[config.mk]
export PLATFORM = sky130hd
export DESIGN_NAME = uart_rx_fifo
export DESIGN_NICKNAME = d
export VERILOG_FILES = /design/src/rtl/uart_pkg.sv /design/src/rtl/uart_byte_fifo.sv /design/src/rtl/uart_rx_fifo.sv
export SDC_FILE = /design/constraint.sdc
export NUM_CORES = 1
export LEC_CHECK = 0
export BUFFER_PORTS_ARGS = -buffer_cell sky130_fd_sc_hd__buf_2
export CAP_MARGIN = 40
export CORE_UTILIZATION = 50
export CTS_CLUSTER_SIZE = 16
export DETAILED_ROUTE_END_ITERATION = 7
export GPL_ROUTABILITY_DRIVEN = 0
export PLACE_DENSITY = 0.7
export SLEW_MARGIN = 20
export SYNTH_ARGS = -nofsm -noshare
export SYNTH_HDL_FRONTEND = slang
export SYNTH_SLANG_ARGS = --single-unit
[constraint.sdc]
create_clock -name usbclk -period 1.9 [get_ports usbclk]
set_input_delay 0.57 -clock usbclk [delete_from_list [all_inputs] [get_ports usbclk]]
set_output_delay 0.57 -clock usbclk [all_outputs]
set_load 0.01 [all_outputs]
[src/rtl/uart_pkg.sv]
// Shared UART definitions: receiver state encoding and the bit-period
// rounding used by both the receive and the print/transmit paths.
package uart_pkg;

    localparam logic [2:0] ST_IDLE      = 3'd0;
    localparam logic [2:0] ST_START     = 3'd1;
    localparam logic [2:0] ST_DATA      = 3'd2;
    localparam logic [2:0] ST_PARITY    = 3'd3;
    localparam logic [2:0] ST_STOP      = 3'd4;
    localparam logic [2:0] ST_WAIT_HIGH = 3'd5;

    // Clock cycles per UART bit, rounded to nearest.
    function automatic int unsigned bit_cyc(input int unsigned clk_freq,
                                            input int unsigned baud);
        return (clk_freq + baud / 2) / baud;
    endfunction

endpackage

[src/rtl/uart_byte_fifo.sv]
// First-word-fall-through FIFO for received bytes. Pointers carry one extra
// wrap bit so full and empty are told apart without a separate counter.
module uart_byte_fifo
    import uart_pkg::*;
#(
    parameter int unsigned DEPTH = 4,
    parameter int unsigned WIDTH = 8
) (
    input  logic             clk,
    input  logic             rst,
    input  logic             push,
    input  logic             pop,
    input  logic [WIDTH-1:0] din,
    output logic [WIDTH-1:0] head,
    output logic             full,
    output logic             empty,
    output logic             push_ok
);

    localparam int unsigned AW = $clog2(DEPTH);

    logic [AW:0]      wp_q, wp_d;
    logic [AW:0]      rp_q, rp_d;
    logic [WIDTH-1:0] mem_q [DEPTH];
    logic [WIDTH-1:0] mem_d [DEPTH];
    logic             pop_ok;

    assign empty   = (wp_q == rp_q);
    assign full    = (wp_q[AW] != rp_q[AW]) && (wp_q[AW-1:0] == rp_q[AW-1:0]);
    assign pop_ok  = pop && !empty;
    // A pop in the same cycle frees the slot a full FIFO needs.
    assign push_ok = push && (!full || pop_ok);
    assign head    = empty ? '0 : mem_q[rp_q[AW-1:0]];

    // Next-state for storage and pointers.
    always_comb begin
        mem_d = mem_q;
        wp_d  = wp_q;
        rp_d  = rp_q;
        if (push_ok) begin
            mem_d[wp_q[AW-1:0]] = din;
            wp_d = wp_q + (AW+1)'(1);
        end
        if (pop_ok) begin
            rp_d = rp_q + (AW+1)'(1);
        end
    end

    // Pointer and storage registers; storage needs no reset.
    always_ff @(posedge clk) begin
        if (rst) begin
            wp_q <= '0;
            rp_q <= '0;
        end else begin
            wp_q <= wp_d;
            rp_q <= rp_d;
        end
        mem_q <= mem_d;
    end

endmodule

[src/rtl/uart_rx_fifo.sv]
// Console UART receiver (8N1) feeding a byte FIFO with a valid/ready output.
// Define UART_PARITY_EN to receive 8 data bits + parity + stop instead.
module uart_rx_fifo
    import uart_pkg::*;
#(
    parameter int unsigned CLK_FREQ   = 12000000,
    parameter int unsigned UART_FREQ  = 115200,
    parameter int unsigned FIFO_DEPTH = 4,
    parameter int unsigned PARITY_ODD = 0
) (
    input  logic       usbclk,
    input  logic       usbrst,
    input  logic       rxd,
    output logic [7:0] dout,
    output logic       valid,
    input  logic       ready,
    output logic       frame_err,
    output logic       parity_err,
    output logic       overrun,
    output logic       busy
);

    localparam int unsigned BIT_CYC = bit_cyc(CLK_FREQ, UART_FREQ);
    localparam int unsigned CW      = $clog2(BIT_CYC);
    // Counter restarts at each decision, so the start slot ends at its
    // centre+1 and every later slot ends a full bit period later.
    localparam logic [CW-1:0] START_END = CW'(BIT_CYC / 2);
    localparam logic [CW-1:0] SLOT_END  = CW'(BIT_CYC - 1);

    if (FIFO_DEPTH < 2 || (FIFO_DEPTH & (FIFO_DEPTH - 1)) != 0) begin : g_bad_depth
        $error("uart_rx_fifo: FIFO_DEPTH must be a power of two >= 2");
    end
    if (PARITY_ODD > 1) begin : g_bad_parity
        $error("uart_rx_fifo: PARITY_ODD must be 0 or 1");
    end

    logic          sync1_q, sync1_d;
    logic          rxs_q, rxs_d;
    logic          prev_q, prev_d;
    logic [2:0]    state_q, state_d;
    logic [CW-1:0] cyc_q, cyc_d;
    logic [2:0]    bitn_q, bitn_d;
    logic [7:0]    shift_q, shift_d;
    logic [1:0]    smp_q, smp_d;
    logic          fe_q, fe_d;
    logic          ov_q, ov_d;
    logic          push, push_ok, full, empty;
    logic [CW-1:0] slot_end;
    logic          maj;
`ifdef UART_PARITY_EN
    logic          pe_q, pe_d;
    logic          pbad_q, pbad_d;
`endif

    assign slot_end = (state_q == ST_START) ? START_END : SLOT_END;
    assign maj = (smp_q[0] & smp_q[1]) | (smp_q[0] & rxs_q) | (smp_q[1] & rxs_q);

    // Receiver FSM: edge detect, 3-sample majority per slot, frame checks.
    always_comb begin
        sync1_d = rxd;
        rxs_d   = sync1_q;
        prev_d  = rxs_q;
        state_d = state_q;
        cyc_d   = cyc_q;
        bitn_d  = bitn_q;
        shift_d = shift_q;
        smp_d   = smp_q;
        fe_d    = 1'b0;
        push    = 1'b0;
`ifdef UART_PARITY_EN
        pe_d    = 1'b0;
        pbad_d  = pbad_q;
`endif
        case (state_q)
            ST_IDLE: begin
                if (prev_q && !rxs_q) begin
                    state_d = ST_START;
                    cyc_d   = '0;
                    bitn_d  = '0;
`ifdef UART_PARITY_EN
                    pbad_d  = 1'b0;
`endif
                end
            end
            ST_START, ST_DATA, ST_PARITY, ST_STOP: begin
                cyc_d = cyc_q + CW'(1);
                if (cyc_q == slot_end - CW'(2)) smp_d[0] = rxs_q;
                if (cyc_q == slot_end - CW'(1)) smp_d[1] = rxs_q;
                if (cyc_q == slot_end) begin
                    cyc_d = '0;
                    case (state_q)
                        ST_START: state_d = maj ? ST_IDLE : ST_DATA;
                        ST_DATA: begin
                            shift_d = {maj, shift_q[7:1]};
                            bitn_d  = bitn_q + 3'd1;
                            if (bitn_q == 3'd7) begin
`ifdef UART_PARITY_EN
                                state_d = ST_PARITY;
`else
                                state_d = ST_STOP;
`endif
                            end
                        end
`ifdef UART_PARITY_EN
                        ST_PARITY: begin
                            if ((^shift_q ^ maj) != PARITY_ODD[0]) begin
                                pe_d   = 1'b1;
                                pbad_d = 1'b1;
                            end
                            state_d = ST_STOP;
                        end
`endif
                        default: begin
                            if (maj) begin
`ifdef UART_PARITY_EN
                                push = !pbad_q;
`else
                                push = 1'b1;
`endif
                                state_d = ST_IDLE;
                            end else begin
                                fe_d    = 1'b1;
                                state_d = ST_WAIT_HIGH;
                            end
                        end
                    endcase
                end
            end
            ST_WAIT_HIGH: begin
                if (rxs_q) state_d = ST_IDLE;
            end
            default: state_d = ST_IDLE;
        endcase
        ov_d = push && !push_ok;
    end

    // Synchroniser, FSM and error-pulse registers.
    always_ff @(posedge usbclk) begin
        if (usbrst) begin
            sync1_q <= 1'b1;
            rxs_q   <= 1'b1;
            prev_q  <= 1'b1;
            state_q <= ST_IDLE;
            cyc_q   <= '0;
            bitn_q  <= '0;
            shift_q <= '0;
            smp_q   <= '0;
            fe_q    <= 1'b0;
            ov_q    <= 1'b0;
`ifdef UART_PARITY_EN
            pe_q    <= 1'b0;
            pbad_q  <= 1'b0;
`endif
        end else begin
            sync1_q <= sync1_d;
            rxs_q   <= rxs_d;
            prev_q  <= prev_d;
            state_q <= state_d;
            cyc_q   <= cyc_d;
            bitn_q  <= bitn_d;
            shift_q <= shift_d;
            smp_q   <= smp_d;
            fe_q    <= fe_d;
            ov_q    <= ov_d;
`ifdef UART_PARITY_EN
            pe_q    <= pe_d;
            pbad_q  <= pbad_d;
`endif
        end
    end

    uart_byte_fifo #(
        .DEPTH (FIFO_DEPTH),
        .WIDTH (8)
    ) u_fifo (
        .clk     (usbclk),
        .rst     (usbrst),
        .push    (push),
        .pop     (ready),
        .din     (shift_q),
        .head    (dout),
        .full    (full),
        .empty   (empty),
        .push_ok (push_ok)
    );

    assign valid     = !empty;
    assign busy      = (state_q != ST_IDLE);
    assign frame_err = fe_q;
    assign overrun   = ov_q;
`ifdef UART_PARITY_EN
    assign parity_err = pe_q;
`else
    assign parity_err = 1'b0;
`endif

endmodule

==> results of run 1 <==
-- cells in the mapped netlist (all sizes together), types with 5 or more instances --
library cell | number | area, µm²
a21oi | 6 | 30.0
buf | 6 | 35.0
edfxtp | 32 | 961
o21ai | 9 | 45.0
dfxtp | 34 | 681
and2 | 12 | 75.1
clkbuf | 8 | 30.0
nor2b | 5 | 31.3
mux2i | 14 | 140
nor3b | 6 | 67.6
mux4 | 8 | 180
nand2 | 13 | 48.8
nor2 | 22 | 90.1
nand3 | 7 | 35.0
ha | 8 | 100
-- cells by family after synthesis --
kind of cell | Yosys count | synth area share (%)
AO/OA/AOI/OAI | 41 | 9.03
XOR/XNOR | 7 | 2.00
adder cells (fa/ha/maj) | 9 | 3.59
buffers and inverters | 18 | 2.61
flip-flops | 66 | 53.6
multiplexers | 24 | 11.2
other | 1 | 0.122
AND/OR/NAND/NOR | 92 | 17.9
-- critical path, stage by stage (launching register included) --
cell	delay (ps)
dfxtp_4	370
clkbuf_16	150
mux4_2	480
and2_1	140
buf_2	130
-- path summary, 6_finish.rpt --
kind                                               to  slack [ps]  cells past startpoint
worst max-delay path                          dout[7]        -280                      4
worst min-delay path                prev_d$_SDFF_PP1_         410                      1
worst max register to register  cyc_q[4]$_SDFFE_PP0P_         110                      5
worst min register to register      prev_d$_SDFF_PP1_         410                      1
-- final cells by class --
type	instances	area share, %
Clock buffer	9	3.37
Clock inverter	7	2.11
Inverter	4	0.409
Multi-Input combinational cell	174	37.7
Sequential cell	66	44.9
Tap cell	75	2.56
Timing Repair Buffer	40	8.93
-- sequential cells by signal (all words and copies together) (netlist names) --
signal        count
u_fifo.mem_q     32
shift_q           8
cyc_q             7
bitn_q            3
state_q           3
u_fifo.rp_q       3
u_fifo.wp_q       3
smp_q             2
frame_err         1
overrun           1
prev_d            1
prev_q            1
rxs_d             1
-- stage by stage --
| stage | utilization, % | worst slack, ps | area [µm²] | setup TNS [ps] | std cells |
|---|---|---|---|---|---|
| after floorplan | - | 32.8 | 3070 | 0 | 258 |
| after global placement | 57.0 | 60.8 | 3380 | 0 | 358 |
| after detailed placement | 57.0 | 35.4 | 3380 | 0 | 358 |
| after CTS | 60.8 | -293 | 3600 | -2350 | 375 |
| after global routing | 62.0 | -331 | 3670 | -2770 | 375 |
| final | 62.0 | -276 | 3670 | -2140 | 375 |
-- timing repair --
action | CTS | global route
resized for setup | 4 | 18
buffers inserted | 1 | 0
pin swaps | 0 | 9
cloned | 0 | 1
setup endpoints to repair | 10 | 49
-- report_power, final --
group	switching, mW	internal, mW
combinational	0.107	0.0769
clock	0.567	0.617
sequential	0.00853	1.48
-- cells in the final DEF, fill, tap and decap left out, types with 3 or more instances in the layout --
master / count
a211oi_1: 3
a21oi_1: 6
and2_1: 3
and2_4: 9
and3b_1: 3
buf_2: 12
buf_4: 21
buf_6: 4
clkbuf_8: 9
dfxtp_1: 30
dfxtp_2: 3
edfxtp_1: 32
ha_1: 8
inv_1: 4
mux2i_1: 14
mux4_2: 8
nand2_1: 13
nand2b_1: 4
nand3_1: 7
nor2_1: 20
nor2b_1: 5
nor3b_1: 3
nor4_1: 4
o211ai_1: 4
o21a_1: 4
o21ai_0: 9
or2_2: 4
or3_1: 3
xnor2_1: 3
xor2_1: 3
-- layer usage --
| layer | vias up | global-route usage, % |
|---|---|---|
| met5 | - | 0 |
| met3 | 5 | 4.09 |
| met4 | 0 | 5.89 |
| met1 | 995 | 26.9 |
| li1 | 1031 | - |
| met2 | 31 | 29.6 |
==> results.sh, run 1 <==
export IMPL_setup_viol=9
export IMPL_rows=28
export IMPL_crit_type="register to output pin"
export IMPL_end_kind="output pin"
export IMPL_holdBufCountCts=0
export IMPL_core_area_mm2=0.00592
export IMPL_io_buffers=15
export IMPL_synth_cell_types=50
export IMPL_synth_main_ff_cell="dfxtp_1"
export IMPL_max_cap_violations=0
export IMPL_vias=2062
export IMPL_hold_path_class="register to register"
export IMPL_wire_per_inst_um=15.5
export IMPL_cp_required_ps=1330
export IMPL_ir_drop_mv=0.750
export IMPL_maxSlewViolCount=0
export IMPL_syn_nets=270
export IMPL_synth_edf_count=32
export IMPL_cts_sinks=66
export IMPL_crit_path_start="u_fifo.rp_q[0]$_SDFFE_PP0P_"
export IMPL_fmax_mhz=460
export IMPL_clk_path_buf_depth=2
export IMPL_status="finished, violations left"
export IMPL_place_hpwl_um=3960
export IMPL_h_tree_depth=3
export IMPL_syn_to_final_growth_pct=19.9
export IMPL_cts_clk_slew_worst_paths_ps=70
export IMPL_drc=0
export IMPL_nets=307
export IMPL_routed_via_density=5.50
export IMPL_power_density_mw_per_mm2=779
export IMPL_worst_slew_pin_slew_ps=547
export IMPL_grt_pass1_wl_um=9140
export IMPL_postRouteAntennaNets=0
export IMPL_layout_min_cycle_time_ps=2180
export IMPL_wl_met2_um=2750
export IMPL_m1WireLength_um=2840
export IMPL_num_io_pins=17
export IMPL_n_antenna_cell=0
export IMPL_seqCellArea_mm2=0.00165
export IMPL_die_area_mm2=0.00644
export IMPL_dieHeight_um=80.3
export IMPL_first_pass_iters=4
export IMPL_clock_latency_ps=330
export IMPL_crit_path_max_fanout=5
export IMPL_clock_skew_ps=9.61
export IMPL_final_layout_size_suffix_gt1_share_pct=30.3
export IMPL_grt_ovfl_total=0
export IMPL_timing_hold_ws_ps=414
export IMPL_grt_start_max_net_pins=20
export IMPL_multi_input_area_mm2=0.00138
export IMPL_synthArstFlopShare_pct=0
export IMPL_timing_rr_start="state_q[0]$_SDFFE_PP0P_"
export IMPL_syn_area_mm2=0.00306
export IMPL_top_layer="met4"
export IMPL_rsz0062_at_grt="true"
export IMPL_ys_seq_area_share_pct=53.6
export IMPL_slew_limit_headroom_pct=63.1
export IMPL_yosysWarningCount=0
export IMPL_fin_crit_sh_pct=115
export IMPL_grt_use_total_pct=19.2
export IMPL_timing_final_ws_setup_ps=-276
export IMPL_synth_seq_cells=66
export IMPL_grt_antenna_before_repair=0
export IMPL_first_global_vias=1870
export IMPL_start_kind="register"
export IMPL_wirelength_um=5800
export IMPL_avgSynthCellArea_um2=11.9
export IMPL_cts_made_buffers=9
export IMPL_drtIter0Drc=112
export IMPL_synthCells=258
export IMPL_die_x_um=80.3
export IMPL_root_buffer="clkbuf_8"
export IMPL_cp_arrival_ps=1610
export IMPL_start_util_pct=51.7
export IMPL_dr_wl_met3_um=155
export IMPL_hp_start="rxs_d$_SDFF_PP1_"
export IMPL_tritoncts="yes"
export IMPL_n_fill_cell=441
export IMPL_violations="setup timing"
export IMPL_hold_viol=0
export IMPL_p_leak_nw=1.39
export IMPL_p_total_mw=2.86
(Power assumes the default switching activity.)
==> run 2: changes to the inputs <==
--- a/config.mk
+++ b/config.mk
@@ -7,11 +7,11 @@
 export LEC_CHECK = 0
 export BUFFER_PORTS_ARGS = -buffer_cell sky130_fd_sc_hd__buf_2
 export CAP_MARGIN = 40
-export CORE_UTILIZATION = 50
+export CORE_MARGIN = 1.5
+export CORE_UTILIZATION = 45
 export CTS_CLUSTER_SIZE = 16
 export DETAILED_ROUTE_END_ITERATION = 7
 export GPL_ROUTABILITY_DRIVEN = 0
-export PLACE_DENSITY = 0.7
 export SLEW_MARGIN = 20
 export SYNTH_ARGS = -nofsm -noshare
 export SYNTH_HDL_FRONTEND = slang
==> run 2 against run 1 <==
- the run still ends with setup timing left
- die area increased by 13%
- sequential cell count unchanged
- first-iteration DRC count increased by 20%
- combinational power increased by 15%
- hold slack got worse by 1.4 ps
- sequential power about the same
- largest cell class unchanged
- count of clock-buffer cells in the layout unchanged
- sequential share of layout area decreased by 2.1 points
==> results.sh, run 2 (synthesis results as in run 1) <==
export IMPL_status="finished, violations left"
export IMPL_violations="setup timing"
export IMPL_hold_viol=0
export IMPL_drc=0
export IMPL_grt_antenna_before_repair=0
export IMPL_max_cap_violations=0
export IMPL_root_buffer="clkbuf_8"
export IMPL_start_kind="register"
export IMPL_grt_start_max_net_pins=15
export IMPL_timing_final_ws_setup_ps=-286
export IMPL_final_cell_mix="buf_4 (33), edfxtp_1 (32), dfxtp_1 (31), nor2_1 (20)"
export IMPL_core_area_mm2=0.00646
export IMPL_rows=29
export IMPL_regMostFlops="u_fifo.mem_q"
export IMPL_grt_use_total_pct=17.9
export IMPL_end_kind="output pin"
export IMPL_vias=2140
export IMPL_die_area_mm2=0.00731
export IMPL_final_common_cell="buf_4"
export IMPL_fmax_mhz=457
export IMPL_first_global_vias=1997
export IMPL_reg_top3="u_fifo.mem_q: 32 flops, shift_q: 8 flops, cyc_q: 7 flops"
export IMPL_crit_type="register to output pin"
export IMPL_cts_made_buffers=9
export IMPL_utilization_pct=59.7
export IMPL_nets=323
export IMPL_wl_met2_um=2830
export IMPL_final_layout_size_suffix_gt1_share_pct=34.8
export IMPL_n_antenna_cell=0
export IMPL_drtIter0Drc=134
export IMPL_h_tree_depth=3
export IMPL_wirelength_um=6150
export IMPL_start_util_pct=47.4
export IMPL_clk_path_buf_depth=2
export IMPL_tritoncts="yes"
export IMPL_power_density_mw_per_mm2=747
export IMPL_first_pass_iters=4
export IMPL_largest_reg_flops=32
export IMPL_setup_viol=9
export IMPL_cp_arrival_ps=1620
export IMPL_place_hpwl_um=4170
export IMPL_cp_required_ps=1330
export IMPL_slew_limit_headroom_pct=62.9
export IMPL_hold_path_class="register to register"
export IMPL_timing_hold_ws_ps=412
export IMPL_syn_to_final_growth_pct=25.9
export IMPL_postRouteAntennaNets=0
export IMPL_worst_slew_pin_slew_ps=552
export IMPL_wire_per_inst_um=15.6
export IMPL_num_io_pins=17
export IMPL_cts_clk_slew_worst_paths_ps=70
export IMPL_die_x_um=85.5
export IMPL_clock_skew_ps=5.60
export IMPL_p_leak_nw=1.49
export IMPL_pwr_share_clk_pct=40.9
export IMPL_io_buffers=15
export IMPL_grt_ovfl_total=0
export IMPL_fin_crit_sh_pct=115
export IMPL_layout_min_cycle_time_ps=2190
export IMPL_seqPwrFrac_pct=51.8
export IMPL_pwr_share_comb_pct=7.3
export IMPL_crit_path_max_fanout=4
export IMPL_clock_latency_ps=330
export IMPL_m1WireLength_um=3040
export IMPL_dr_wl_met3_um=203
export IMPL_top_layer="met4"
export IMPL_grt_pass1_wl_um=9960
export IMPL_cts_sinks=66
export IMPL_rsz0062_at_grt="true"
export IMPL_dieHeight_um=85.5
export IMPL_p_int_mw=2.19
export IMPL_power_switching_uw=688
export IMPL_routed_via_density=5.45
export IMPL_holdBufCountCts=0
export IMPL_switching_share_pct=23.9
export IMPL_maxSlewViolCount=0
export IMPL_ir_drop_mv=0.463
==> run 2: cell count changes in the layout (fill, tap and decap cells not counted), moves of 2 or more <==
| cell | before | now |
|---|---|---|
| a211oi_1 | 3 | 1 |
| a211oi_2 | 0 | 2 |
| buf_4 | 21 | 33 |
| buf_6 | 4 | 7 |
| clkinv_4 | 2 | 4 |
| dfxtp_2 | 3 | 1 |
| mux2_2 | 2 | 0 |
| mux2_4 | 0 | 2 |
==> run 2: layout make-up <==
| cell class | count | area (µm²) |
|---|---|---|
| tap | 77 | 96.3 |
| timing repair buffer | 56 | 472 |
| clock inverter | 7 | 78.8 |
| clock buffer | 9 | 124 |
| multi-input combinational | 174 | 1420 |
| fill | 524 | 2600 |
| inverter | 4 | 15.0 |
| sequential | 66 | 1650 |
==> run 2: timing repair <==
item | CTS | global route
cloned | 0 | 1
setup endpoints to repair | 42 | 60
pin swaps | 4 | 12
resized for setup | 9 | 23
buffers inserted | 3 | 5
==> run 2: worst paths after layout <==
path	from	end	slack (ps)	cells after the start
min reg2reg	rxs_d$_SDFF_PP1_	prev_d$_SDFF_PP1_	410	1
min	rxs_d$_SDFF_PP1_	prev_d$_SDFF_PP1_	410	1
max	u_fifo.rp_q[0]$_SDFFE_PP0P_	dout[1]	-290	4
max reg2reg	state_q[2]$_SDFFE_PP0P_	cyc_q[4]$_SDFFE_PP0P_	20	7
==> run 2: routing by layer <==
| layer | vias to the layer above | track usage [%] |
|---|---|---|
| met1 | 1046 | 25.6 |
| li1 | 1049 | - |
| met4 | 0 | 7.92 |
| met2 | 39 | 26.5 |
| met3 | 6 | 3.66 |
| met5 | - | 0 |
==> run 2: per-stage QoR <==
| stage | total power [mW] | instances | area [µm²] | TNS [ps] | setup WS (ps) |
|---|---|---|---|---|---|
| floorplan | 1.64 | 258 | 3070 | 0 | 32.8 |
| global placement | 1.71 | 369 | 3460 | 0 | 13.0 |
| detailed placement | 1.71 | 369 | 3460 | -2070 | -72.4 |
| CTS | 2.89 | 387 | 3690 | -2550 | -315 |
| global route | 3.00 | 393 | 3860 | -2910 | -345 |
| finish | 2.88 | 393 | 3860 | -2280 | -286 |
==> run 2: worst max-delay path, cell delays in order (launching register included) <==
cell	delay (ps)
dfxtp_4	380
clkbuf_16	160
mux4_2	480
and2_1	140
buf_2	130
==> run 2: power by group through the flow <==
| stage | clock [mW] | sequential (mW) | combinational (mW) |
|---|---|---|---|
| 5_1_grt | 1.28 | 1.49 | 0.230 |
| 6_report | 1.18 | 1.49 | 0.211 |
| 2_1_floorplan | 0 | 1.52 | 0.116 |
| 3_3_place_gp | 0 | 1.53 | 0.183 |
| 4_1_cts | 1.21 | 1.49 | 0.186 |
| 3_5_place_dp | 0 | 1.53 | 0.185 |
==> run 3: changes to the inputs <==
--- a/config.mk
+++ b/config.mk
@@ -8,10 +8,11 @@
 export BUFFER_PORTS_ARGS = -buffer_cell sky130_fd_sc_hd__buf_2
 export CAP_MARGIN = 40
 export CORE_MARGIN = 1.5
-export CORE_UTILIZATION = 45
+export CORE_UTILIZATION = 54
 export CTS_CLUSTER_SIZE = 16
 export DETAILED_ROUTE_END_ITERATION = 7
 export GPL_ROUTABILITY_DRIVEN = 0
+export PLACE_DENSITY = 0.75
 export SLEW_MARGIN = 20
 export SYNTH_ARGS = -nofsm -noshare
 export SYNTH_HDL_FRONTEND = slang
==> run 3 against run 2 <==
- the run still ends with setup timing left
- design area shrank 4.1%
- via count shrank 2.5%
- power about the same
- global-route usage is 3.4 points higher
- first-iteration DRC count decreased by 17%
- clock power is essentially flat
- count of clock-buffer cells in the layout unchanged
- critical endpoint is now dout[5]
- register-to-register slack better by 60 ps
- critical path depth stayed put
- highest routed layer unchanged
==> results.sh, run 3 (synthesis results as in run 1) <==
export IMPL_num_io_pins=17
export IMPL_core_area_mm2=0.00547
export IMPL_final_cell_mix="edfxtp_1 (32), dfxtp_1 (29), buf_4 (26), nor2_1 (20), mux2i_1 (14)"
export IMPL_first_pass_iters=4
export IMPL_hp_start="rxd"
export IMPL_holdBufCountCts=0
export IMPL_ir_drop_mv=0.520
export IMPL_crit_path_max_fanout=5
export IMPL_grt_antenna_before_repair=0
export IMPL_drtIter0Drc=111
export IMPL_dieHeight_um=78.3
export IMPL_crit_type="register to output pin"
export IMPL_place_hpwl_um=3980
export IMPL_clock_skew_ps=7.86
export IMPL_rows=27
export IMPL_reg_top3="u_fifo.mem_q: 32 flops, shift_q: 8 flops, cyc_q: 7 flops"
export IMPL_fmax_mhz=457
export IMPL_violations="setup timing"
export IMPL_grt_pass1_wl_um=9650
export IMPL_die_x_um=78.3
export IMPL_io_buffers=15
export IMPL_clock_latency_ps=350
export IMPL_post_place_cells=358
export IMPL_wire_per_inst_um=15.7
export IMPL_start_util_pct=56.0
export IMPL_routed_via_density=5.53
export IMPL_grt_use_total_pct=21.4
export IMPL_nets=312
export IMPL_cts_made_buffers=9
export IMPL_status="finished, violations left"
export IMPL_tritoncts="yes"
export IMPL_cp_required_ps=1330
export IMPL_layout_min_cycle_time_ps=2190
export IMPL_slew_limit_headroom_pct=56.4
export IMPL_n_antenna_cell=0
export IMPL_die_area_mm2=0.00613
export IMPL_crit_path_start="u_fifo.rp_q[0]$_SDFFE_PP0P_"
export IMPL_clk_path_buf_depth=2
export IMPL_tns_ps=-2130
export IMPL_final_layout_size_suffix_gt1_share_pct=32.1
export IMPL_power_density_mw_per_mm2=779
export IMPL_cp_arrival_ps=1620
export IMPL_largest_reg_flops=32
export IMPL_cts_clk_slew_worst_paths_ps=70
export IMPL_rsz0062_at_grt="true"
export IMPL_syn_to_final_growth_pct=20.8
export IMPL_preCtsSetupSlack_ps=36.0
export IMPL_start_kind="register"
export IMPL_end_kind="output pin"
export IMPL_regMostFlops="u_fifo.mem_q"
export IMPL_drc=0
export IMPL_p_leak_nw=1.41
export IMPL_grt_ovfl_total=0
export IMPL_first_global_vias=1984
export IMPL_cts_sinks=66
export IMPL_setup_viol=9
export IMPL_fin_crit_sh_pct=115
export IMPL_h_tree_depth=3
export IMPL_timing_rr_start="state_q[2]$_SDFFE_PP0P_"
export IMPL_wirelength_um=5920
export IMPL_vias=2086
export IMPL_grt_start_max_net_pins=15
export IMPL_hold_viol=0
export IMPL_finalNonFillerCells=377
export IMPL_max_cap_violations=0
export IMPL_hold_path_class="input pin to register"
export IMPL_root_buffer="clkbuf_8"
export IMPL_n_fill_cell=417
export IMPL_timing_final_ws_setup_ps=-286
export IMPL_postRouteAntennaNets=0
export IMPL_final_common_cell="edfxtp_1"
export IMPL_maxSlewViolCount=0
export IMPL_worst_slew_pin_slew_ps=649
## run 3: cell types whose count changed in the layout (fill, tap and decap cells not counted), sizes merged
| cell | change |
|---|---|
| buf | -10 |
| clkinv | -2 |
| clkinvlp | +1 |
| inv | +1 |
| clkbuf | -1 |
## run 3: per-stage QoR
stage / utilization, % / cell area, µm² / power (mW) / hold WS [ps]
after floorplan: - / 3070 / 1.64 / 389
after global placement: 61.8 / 3380 / 1.70 / 394
after detailed placement: 61.8 / 3380 / 1.71 / 399
after CTS: 66.3 / 3630 / 2.90 / 385
after global routing: 67.6 / 3700 / 2.98 / 387
final: 67.6 / 3700 / 2.88 / 403
## run 3: what timing repair did
item / in CTS / in global routing
hold endpoints to repair: 0 / 0
pin swaps: 8 / 5
gates resized for setup: 8 / 19
buffers inserted: 2 / 1
setup endpoints to repair: 10 / 61
## run 3: cell type report
type                       count  area (µm²)  share of cell area, %
sequential                    66        1650                   44.6
clock inverter                 7        77.6                   2.10
timing repair buffer          45         355                   9.61
tap                           72        90.1                   2.44
multi-input combinational    174        1390                   37.5
inverter                       4        15.0                  0.406
clock buffer                   9         124                   3.35
## run 3: power by group
group | leakage [nW] | total (mW) | switching, mW | internal, mW
Sequential | 0.574 | 1.49 | 0.00843 | 1.49
Clock | 0.100 | 1.19 | 0.576 | 0.616
Combinational | 0.739 | 0.193 | 0.111 | 0.0819
Total | 1.41 | 2.88 | 0.695 | 2.18
## run 3: final timing paths
path	endpoint	slack, ps	cells after the start
worst min register to register	prev_d$_SDFF_PP1_	410	1
worst max-delay path	dout[5]	-290	4
worst min-delay path	rxs_d$_SDFF_PP1_	400	2
worst max register to register	u_fifo.mem_q[5]$_DFFE_PP_	80	5
## run 3: critical path, cell delays in order, from the launching register on
cell	delay, ps
dfxtp_2	350
buf_6	130
mux4_2	500
and2_4	170
buf_6	110
## run 3: metal layers
| layer | wire length [µm] | vias to the layer above | track usage [%] | share of wire, % |
|---|---|---|---|---|
| li1 | - | 1034 | - | - |
| met1 | 2800 | 993 | 29.0 | 47 |
| met2 | 2750 | 53 | 31.0 | 46 |
| met3 | 261 | 6 | 5.00 | 4.4 |
| met4 | 109 | 0 | 12.9 | 1.8 |
| met5 | 0 | - | 0 | 0 |
